File: config.mk
export PLATFORM = sky130hd
export DESIGN_NAME = cmp_result_monitor
export DESIGN_NICKNAME = d
export VERILOG_FILES = /design/src/rtl/cmp_result_monitor.sv
export SDC_FILE = /design/constraint.sdc
export NUM_CORES = 1
export LEC_CHECK = 0
export CAP_MARGIN = 20
export CORE_AREA = 2 2 183 185
export CTS_CLUSTER_SIZE = 28
export DETAILED_ROUTE_END_ITERATION = 10
export DIE_AREA = 0 0 185 187
export PLACE_DENSITY = 0.51
export SLEW_MARGIN = 30
export SYNTH_ARGS = -nofsm -noshare
export SYNTH_HDL_FRONTEND = slang
export SYNTH_SLANG_ARGS = --single-unit
File: constraint.sdc
create_clock -name clk -period 4.2 [get_ports clk]
set_input_delay 0.42 -clock clk [delete_from_list [all_inputs] [get_ports clk]]
set_output_delay 0.42 -clock clk [all_outputs]
set_load 0.05 [all_outputs]
File: src/rtl/cmp_result_monitor.sv
// Windowed statistics over comparator result flags: per-class counts, malformed-flag
// count and longest Greater run, reported once every WINDOW accepted results.
module cmp_result_monitor #(
  parameter int WINDOW = 256,
  parameter int CNT_W  = 16
) (
  input  logic             clk,
  input  logic             rst_n,
  input  logic             in_valid,
  output logic             in_ready,
  input  logic             Equal,
  input  logic             Greater,
  input  logic             Less,
  input  logic             clear,
  output logic             out_valid,
  input  logic             out_ready,
  output logic [CNT_W-1:0] eq_cnt,
  output logic [CNT_W-1:0] gt_cnt,
  output logic [CNT_W-1:0] lt_cnt,
  output logic [CNT_W-1:0] err_cnt,
  output logic [CNT_W-1:0] gt_run_max
);

  localparam logic [0:0] ACCUM  = 1'b0;
  localparam logic [0:0] REPORT = 1'b1;
  localparam logic [CNT_W-1:0] WIN = CNT_W'(WINDOW);

  logic [0:0]       state_q, state_d;
  logic [CNT_W-1:0] eq_q, eq_d, gt_q, gt_d, lt_q, lt_d, err_q, err_d;
  logic [CNT_W-1:0] smp_q, smp_d, run_q, run_d, rmax_q, rmax_d;
  logic [CNT_W-1:0] oeq_q, oeq_d, ogt_q, ogt_d, olt_q, olt_d, oerr_q, oerr_d;
  logic [CNT_W-1:0] ormax_q, ormax_d;

  logic             one_hot, g_ok;
  logic [CNT_W-1:0] eq_nx, gt_nx, lt_nx, err_nx, smp_nx, run_nx, rmax_nx;

  always_comb begin
    one_hot = ({Equal, Greater, Less} == 3'b100) || ({Equal, Greater, Less} == 3'b010) ||
              ({Equal, Greater, Less} == 3'b001);
    g_ok    = one_hot & Greater;
    eq_nx   = eq_q  + CNT_W'(one_hot & Equal);
    gt_nx   = gt_q  + CNT_W'(g_ok);
    lt_nx   = lt_q  + CNT_W'(one_hot & Less);
    err_nx  = err_q + CNT_W'(!one_hot);
    smp_nx  = smp_q + CNT_W'(1);
    run_nx  = g_ok ? run_q + CNT_W'(1) : '0;
    rmax_nx = (run_nx > rmax_q) ? run_nx : rmax_q;
  end

  always_comb begin
    state_d = state_q;
    eq_d    = eq_q;
    gt_d    = gt_q;
    lt_d    = lt_q;
    err_d   = err_q;
    smp_d   = smp_q;
    run_d   = run_q;
    rmax_d  = rmax_q;
    oeq_d   = oeq_q;
    ogt_d   = ogt_q;
    olt_d   = olt_q;
    oerr_d  = oerr_q;
    ormax_d = ormax_q;
    case (state_q)
      ACCUM: begin
        if (clear) begin
          {eq_d, gt_d, lt_d, err_d, smp_d, run_d, rmax_d} = '0;
        end else if (in_valid) begin
          if (smp_nx == WIN) begin
            // Final sample goes straight to the report registers; accumulators restart at zero.
            oeq_d   = eq_nx;
            ogt_d   = gt_nx;
            olt_d   = lt_nx;
            oerr_d  = err_nx;
            ormax_d = rmax_nx;
            {eq_d, gt_d, lt_d, err_d, smp_d, run_d, rmax_d} = '0;
            state_d = REPORT;
          end else begin
            eq_d   = eq_nx;
            gt_d   = gt_nx;
            lt_d   = lt_nx;
            err_d  = err_nx;
            smp_d  = smp_nx;
            run_d  = run_nx;
            rmax_d = rmax_nx;
          end
        end
      end
      default: begin
        if (clear) begin
          {eq_d, gt_d, lt_d, err_d, smp_d, run_d, rmax_d} = '0;
          state_d = ACCUM;
        end else if (out_ready) begin
          state_d = ACCUM;
        end
      end
    endcase
  end

  always_ff @(posedge clk or negedge rst_n) begin
    if (!rst_n) begin
      state_q <= ACCUM;
      eq_q    <= '0;
      gt_q    <= '0;
      lt_q    <= '0;
      err_q   <= '0;
      smp_q   <= '0;
      run_q   <= '0;
      rmax_q  <= '0;
      oeq_q   <= '0;
      ogt_q   <= '0;
      olt_q   <= '0;
      oerr_q  <= '0;
      ormax_q <= '0;
    end else begin
      state_q <= state_d;
      eq_q    <= eq_d;
      gt_q    <= gt_d;
      lt_q    <= lt_d;
      err_q   <= err_d;
      smp_q   <= smp_d;
      run_q   <= run_d;
      rmax_q  <= rmax_d;
      oeq_q   <= oeq_d;
      ogt_q   <= ogt_d;
      olt_q   <= olt_d;
      oerr_q  <= oerr_d;
      ormax_q <= ormax_d;
    end
  end

  assign in_ready   = (state_q == ACCUM);
  assign out_valid  = (state_q == REPORT);
  assign eq_cnt     = oeq_q;
  assign gt_cnt     = ogt_q;
  assign lt_cnt     = olt_q;
  assign err_cnt    = oerr_q;
  assign gt_run_max = ormax_q;

endmodule

==> key figures, run 1 <==
Power
  – Worst IR drop on VDD: ~0.27 mV
  – Power per unit of standard cell area: around 300 nW/um2
  – Leakage component of the power: 5.29 nW
  – Final Total Pwr: 3.66 mW

Synth
  – Most common cell in the synthesized netlist: sky130_fd_sc_hd__dfrtp_1
  – Cell area after technology mapping: 9940 um2
  – Top cell type's share of synthesized area: 48.6%
  – Commonest cells post-synth: sky130_fd_sc_hd__dfrtp_1, sky130_fd_sc_hd__nand2_1, sky130_fd_sc_hd__o21ai_0
  – Share of flip-flops with an asynchronous set or reset after synthesis: 100%
  – Post-Synthesis Cells: around 1000
  – Synth Area per Inst: slightly below 10 um2
  – Top_reg_cell synth: sky130_fd_sc_hd__dfrtp_1
  – Synthesized flop and latch total: 193
  – Main area contributors after synthesis: sky130_fd_sc_hd__dfrtp_1, sky130_fd_sc_hd__a22o_1, sky130_fd_sc_hd__o21ai_0
  – Cell variety after synth: 57
  – Library cell occupying the most area in the post-synthesis netlist: sky130_fd_sc_hd__dfrtp_1
  – Number of flops mapped to enable cells by yosys: 0
  – Sequential-to-total area share from yosys stat: ~49%
  – Synth Warn #: 0
  – Syn Nets: about 1100

STA
  – Worst hold slack: between 400 and 500 ps
  – Unrepaired setup endpoints after global routing: no
  – Worst slew margin: between 40% and 50%
  – Fmax: roughly 260 MHz
  – Measured slew at the worst slew-check pin: 783 ps
  – Minimum setup slack in the final design: around 360 ps
  – Hold Violations, Final: 0
  – Setup clock skew after layout: ~13 ps
  – Post-layout minimum cycle time: 3840 ps
  – Fin. max-slew vios: 0
  – Final period utilization: between 90% and 100%
  – Final total negative setup slack: 0 ps
  – Final Setup Violations: 0

Layout
  – Share of the core filled with cells: about 37%
  – Layout overhead on the synthesized area: 22.0%
  – Layout cells sized above 1: under 10%
  – Post-layout instance count excluding filler cells: between 1500 and 2000
  – Net total in the final layout: 1158
  – Antenna cells: 0
  – Final std cell area, no fill: around 12000 um2
  – Number of fillers in the final layout: 3376

Critical path
  – Maximum fanout along the worst path: 15
  – Worst Path Arrival: roughly 4200 ps
  – CP Launch Type: flip-flop
  – Crit path largest cell delay: 470 ps
  – CP bufs+invs: 1
  – Crit path top cell by count: sky130_fd_sc_hd__nor2_1
  – CP endpoint kind: flip-flop
  – Kind of cell adding the most delay to the critical path: simple AND/OR/NAND/NOR gates
  – Category of the most critical setup path: reg -> reg
  – Worst-path cell chain: nand4_1 -> nor3_1 -> buf_4 -> and3_1 -> xnor2_1 -> nor2_1 -> ha_1 -> a21oi_1 -> nor2_1 -> a211o_1 -> a2111oi_1 -> a211oi_2 -> and2_2 -> a22o_1
  – Crit path max-delay cell type: sky130_fd_sc_hd__dfrtp_1
  – Data required, critical path: between 4000 and 5000 ps

Clock tree
  – Root buffer selected by CTS: sky130_fd_sc_hd__clkbuf_16
  – H-tree lvl count: 4
  – Max Root-Sink Buffers: 2
  – Postcts setup bufs: 0
  – Sink count of the clock tree: between 150 and 200
  – Number of buffers added by the clock tree synthesis step: 17
  – Worst-Skew Late Latency: around 430 ps
  – TritonCTS clock tree: yes
  – CTS clk-pin slew, worst paths: approximately 80 ps

Run
  – Max-cap violations: 0

Die
  – Starting density of the core: a little over 30%
  – Chip width: between 150 and 200 um
  – Total Die Area: 34600 um2
  – Vertical die dimension: 187 um
  – Placeable Area: about 33000 um2
  – Number of core rows: 67
  – Top-level I/O count: 90

Routing
  – Residual DRC: 0
  – WL per Instance: between 15 and 20 um
  – Total vias in the final route: around 7800
  – DRT antenna net count: 0
  – Violation count after the first detailed-route iteration: roughly 350
  – DRT Pass-1 Iters: 5
  – Total routed wirelength: 24400 um
  – Vias per std cell: between 4 and 5

GRT
  – Number of global-route vias before repair: between 7000 and 8000
  – Global Route Usage Sum: around 15%
  – Remaining global-route overflow: 0
  – Initial antenna violation count: 0
  – First-pass GRT wire length: just over 40000 um
  – Largest net degree at the start of global routing: 115

Run status
  – Run status: completed

Placement
  – Final weighted congestion in routability-driven placement: about 0.78
  – Worst slack at placement: ~81 ps
  – Estimated wirelength of the detail-placed design: 16800 um
  – Quantity of I/O buffers inserted on ports: 89
  – Placed insts: around 1600
  – Placed standard-cell area: 11500 um2

Min path
  – Hold crit path type: in -> async
cells by family (layout without fill, tap and decap cells):
kind of cell	Yosys count	after routing	share of synthesized area (%)
simple gates	366	366	18.2
compound gates	269	269	17.6
flops	193	193	48.6
buf+inv	86	191	3.83
xor+xnor	78	78	6.87
fa+ha+maj	25	25	3.12
mux	17	17	1.72
repair_timing:
action,4_1_cts,5_1_grt
hold buffers,0,1
hold endpoints to repair,0,41
resized for setup,0,1
setup endpoints to repair,0,15
per-layer routing:
| layer | track usage, % | vias to the layer above | wire length (um) |
|---|---|---|---|
| li1 | - | 3860 | - |
| met1 | 21.5 | 3787 | 12600 |
| met2 | 22.4 | 133 | 10600 |
| met3 | 2.32 | 24 | 793 |
| met4 | 4.21 | 0 | 387 |
| met5 | 0 | - | 0 |
final timing paths:
kind / start / end / slack [ps] / depth (start not counted)
min in group clk: lt_cnt[11]$_DFFE_PN0P_ / lt_cnt[11]$_DFFE_PN0P_ / 480 / 2
max in group asynchronous: rst_n / eq_q[11]$_DFFE_PN0P_ / 2590 / 4
worst min register to register: lt_cnt[11]$_DFFE_PN0P_ / lt_cnt[11]$_DFFE_PN0P_ / 480 / 2
worst max register to register: run_q[2]$_DFFE_PN0P_ / rmax_q[9]$_DFFE_PN0P_ / 360 / 14
worst min-delay path: rst_n / gt_q[15]$_DFFE_PN0P_ / 450 / 2
worst max-delay path: run_q[2]$_DFFE_PN0P_ / rmax_q[9]$_DFFE_PN0P_ / 360 / 14
area by class of cell:
cell class | count | area, um2 | share of cell area (%)
inverters | 24 | 90.1 | 0.743
clock inverters | 15 | 148 | 1.22
clock buffers | 17 | 425 | 3.51
multi-input cells | 755 | 4760 | 39.3
flip-flops and latches | 193 | 4830 | 39.8
repair buffers | 135 | 1310 | 10.8
well taps | 448 | 561 | 4.62
report_power, final:
group          switching [mW]  leakage [nW]  internal [mW]
logic                   0.119          2.32         0.0520
clock network           0.783         0.272          0.837
registers             0.00600          2.69           1.86
total                   0.907          5.29           2.75
cells in the final DEF (no fill, tap or decap), types with 3 or more instances in the layout:
cell,count
sky130_fd_sc_hd__or3_1,8
sky130_fd_sc_hd__inv_6,4
sky130_fd_sc_hd__buf_4,40
sky130_fd_sc_hd__nor4_1,9
sky130_fd_sc_hd__buf_12,4
sky130_fd_sc_hd__a21oi_1,27
sky130_fd_sc_hd__nor2_1,61
sky130_fd_sc_hd__clkinvlp_4,4
sky130_fd_sc_hd__inv_1,24
sky130_fd_sc_hd__xor2_1,26
sky130_fd_sc_hd__xnor2_1,52
sky130_fd_sc_hd__a21o_1,29
sky130_fd_sc_hd__nand2_1,128
sky130_fd_sc_hd__o21ai_0,97
sky130_fd_sc_hd__nand4_1,14
sky130_fd_sc_hd__and3_1,30
sky130_fd_sc_hd__and2_1,3
sky130_fd_sc_hd__a22o_1,61
sky130_fd_sc_hd__or4_1,5
sky130_fd_sc_hd__o21ai_1,30
sky130_fd_sc_hd__nor3b_1,27
sky130_fd_sc_hd__nor2b_1,12
sky130_fd_sc_hd__nand3_1,31
sky130_fd_sc_hd__dfrtp_1,193
sky130_fd_sc_hd__clkdlybuf4s50_1,88
sky130_fd_sc_hd__mux2i_1,16
sky130_fd_sc_hd__a211o_1,4
sky130_fd_sc_hd__clkbuf_16,17
sky130_fd_sc_hd__inv_8,3
sky130_fd_sc_hd__ha_1,24
sky130_fd_sc_hd__nor3_1,21
sky130_fd_sc_hd__a31oi_1,3
Power figures use the tool's default switching activity.
==> run 2, diff against run 1 <==
--- a/config.mk
+++ b/config.mk
@@ -7,7 +7,7 @@
 export LEC_CHECK = 0
 export CAP_MARGIN = 20
 export CORE_AREA = 2 2 183 185
-export CTS_CLUSTER_SIZE = 28
+export CTS_CLUSTER_SIZE = 20
 export DETAILED_ROUTE_END_ITERATION = 10
 export DIE_AREA = 0 0 185 187
 export PLACE_DENSITY = 0.51
==> results of run 2 <==
No change in the layout: final DEF, timing and power equal those of run 1.
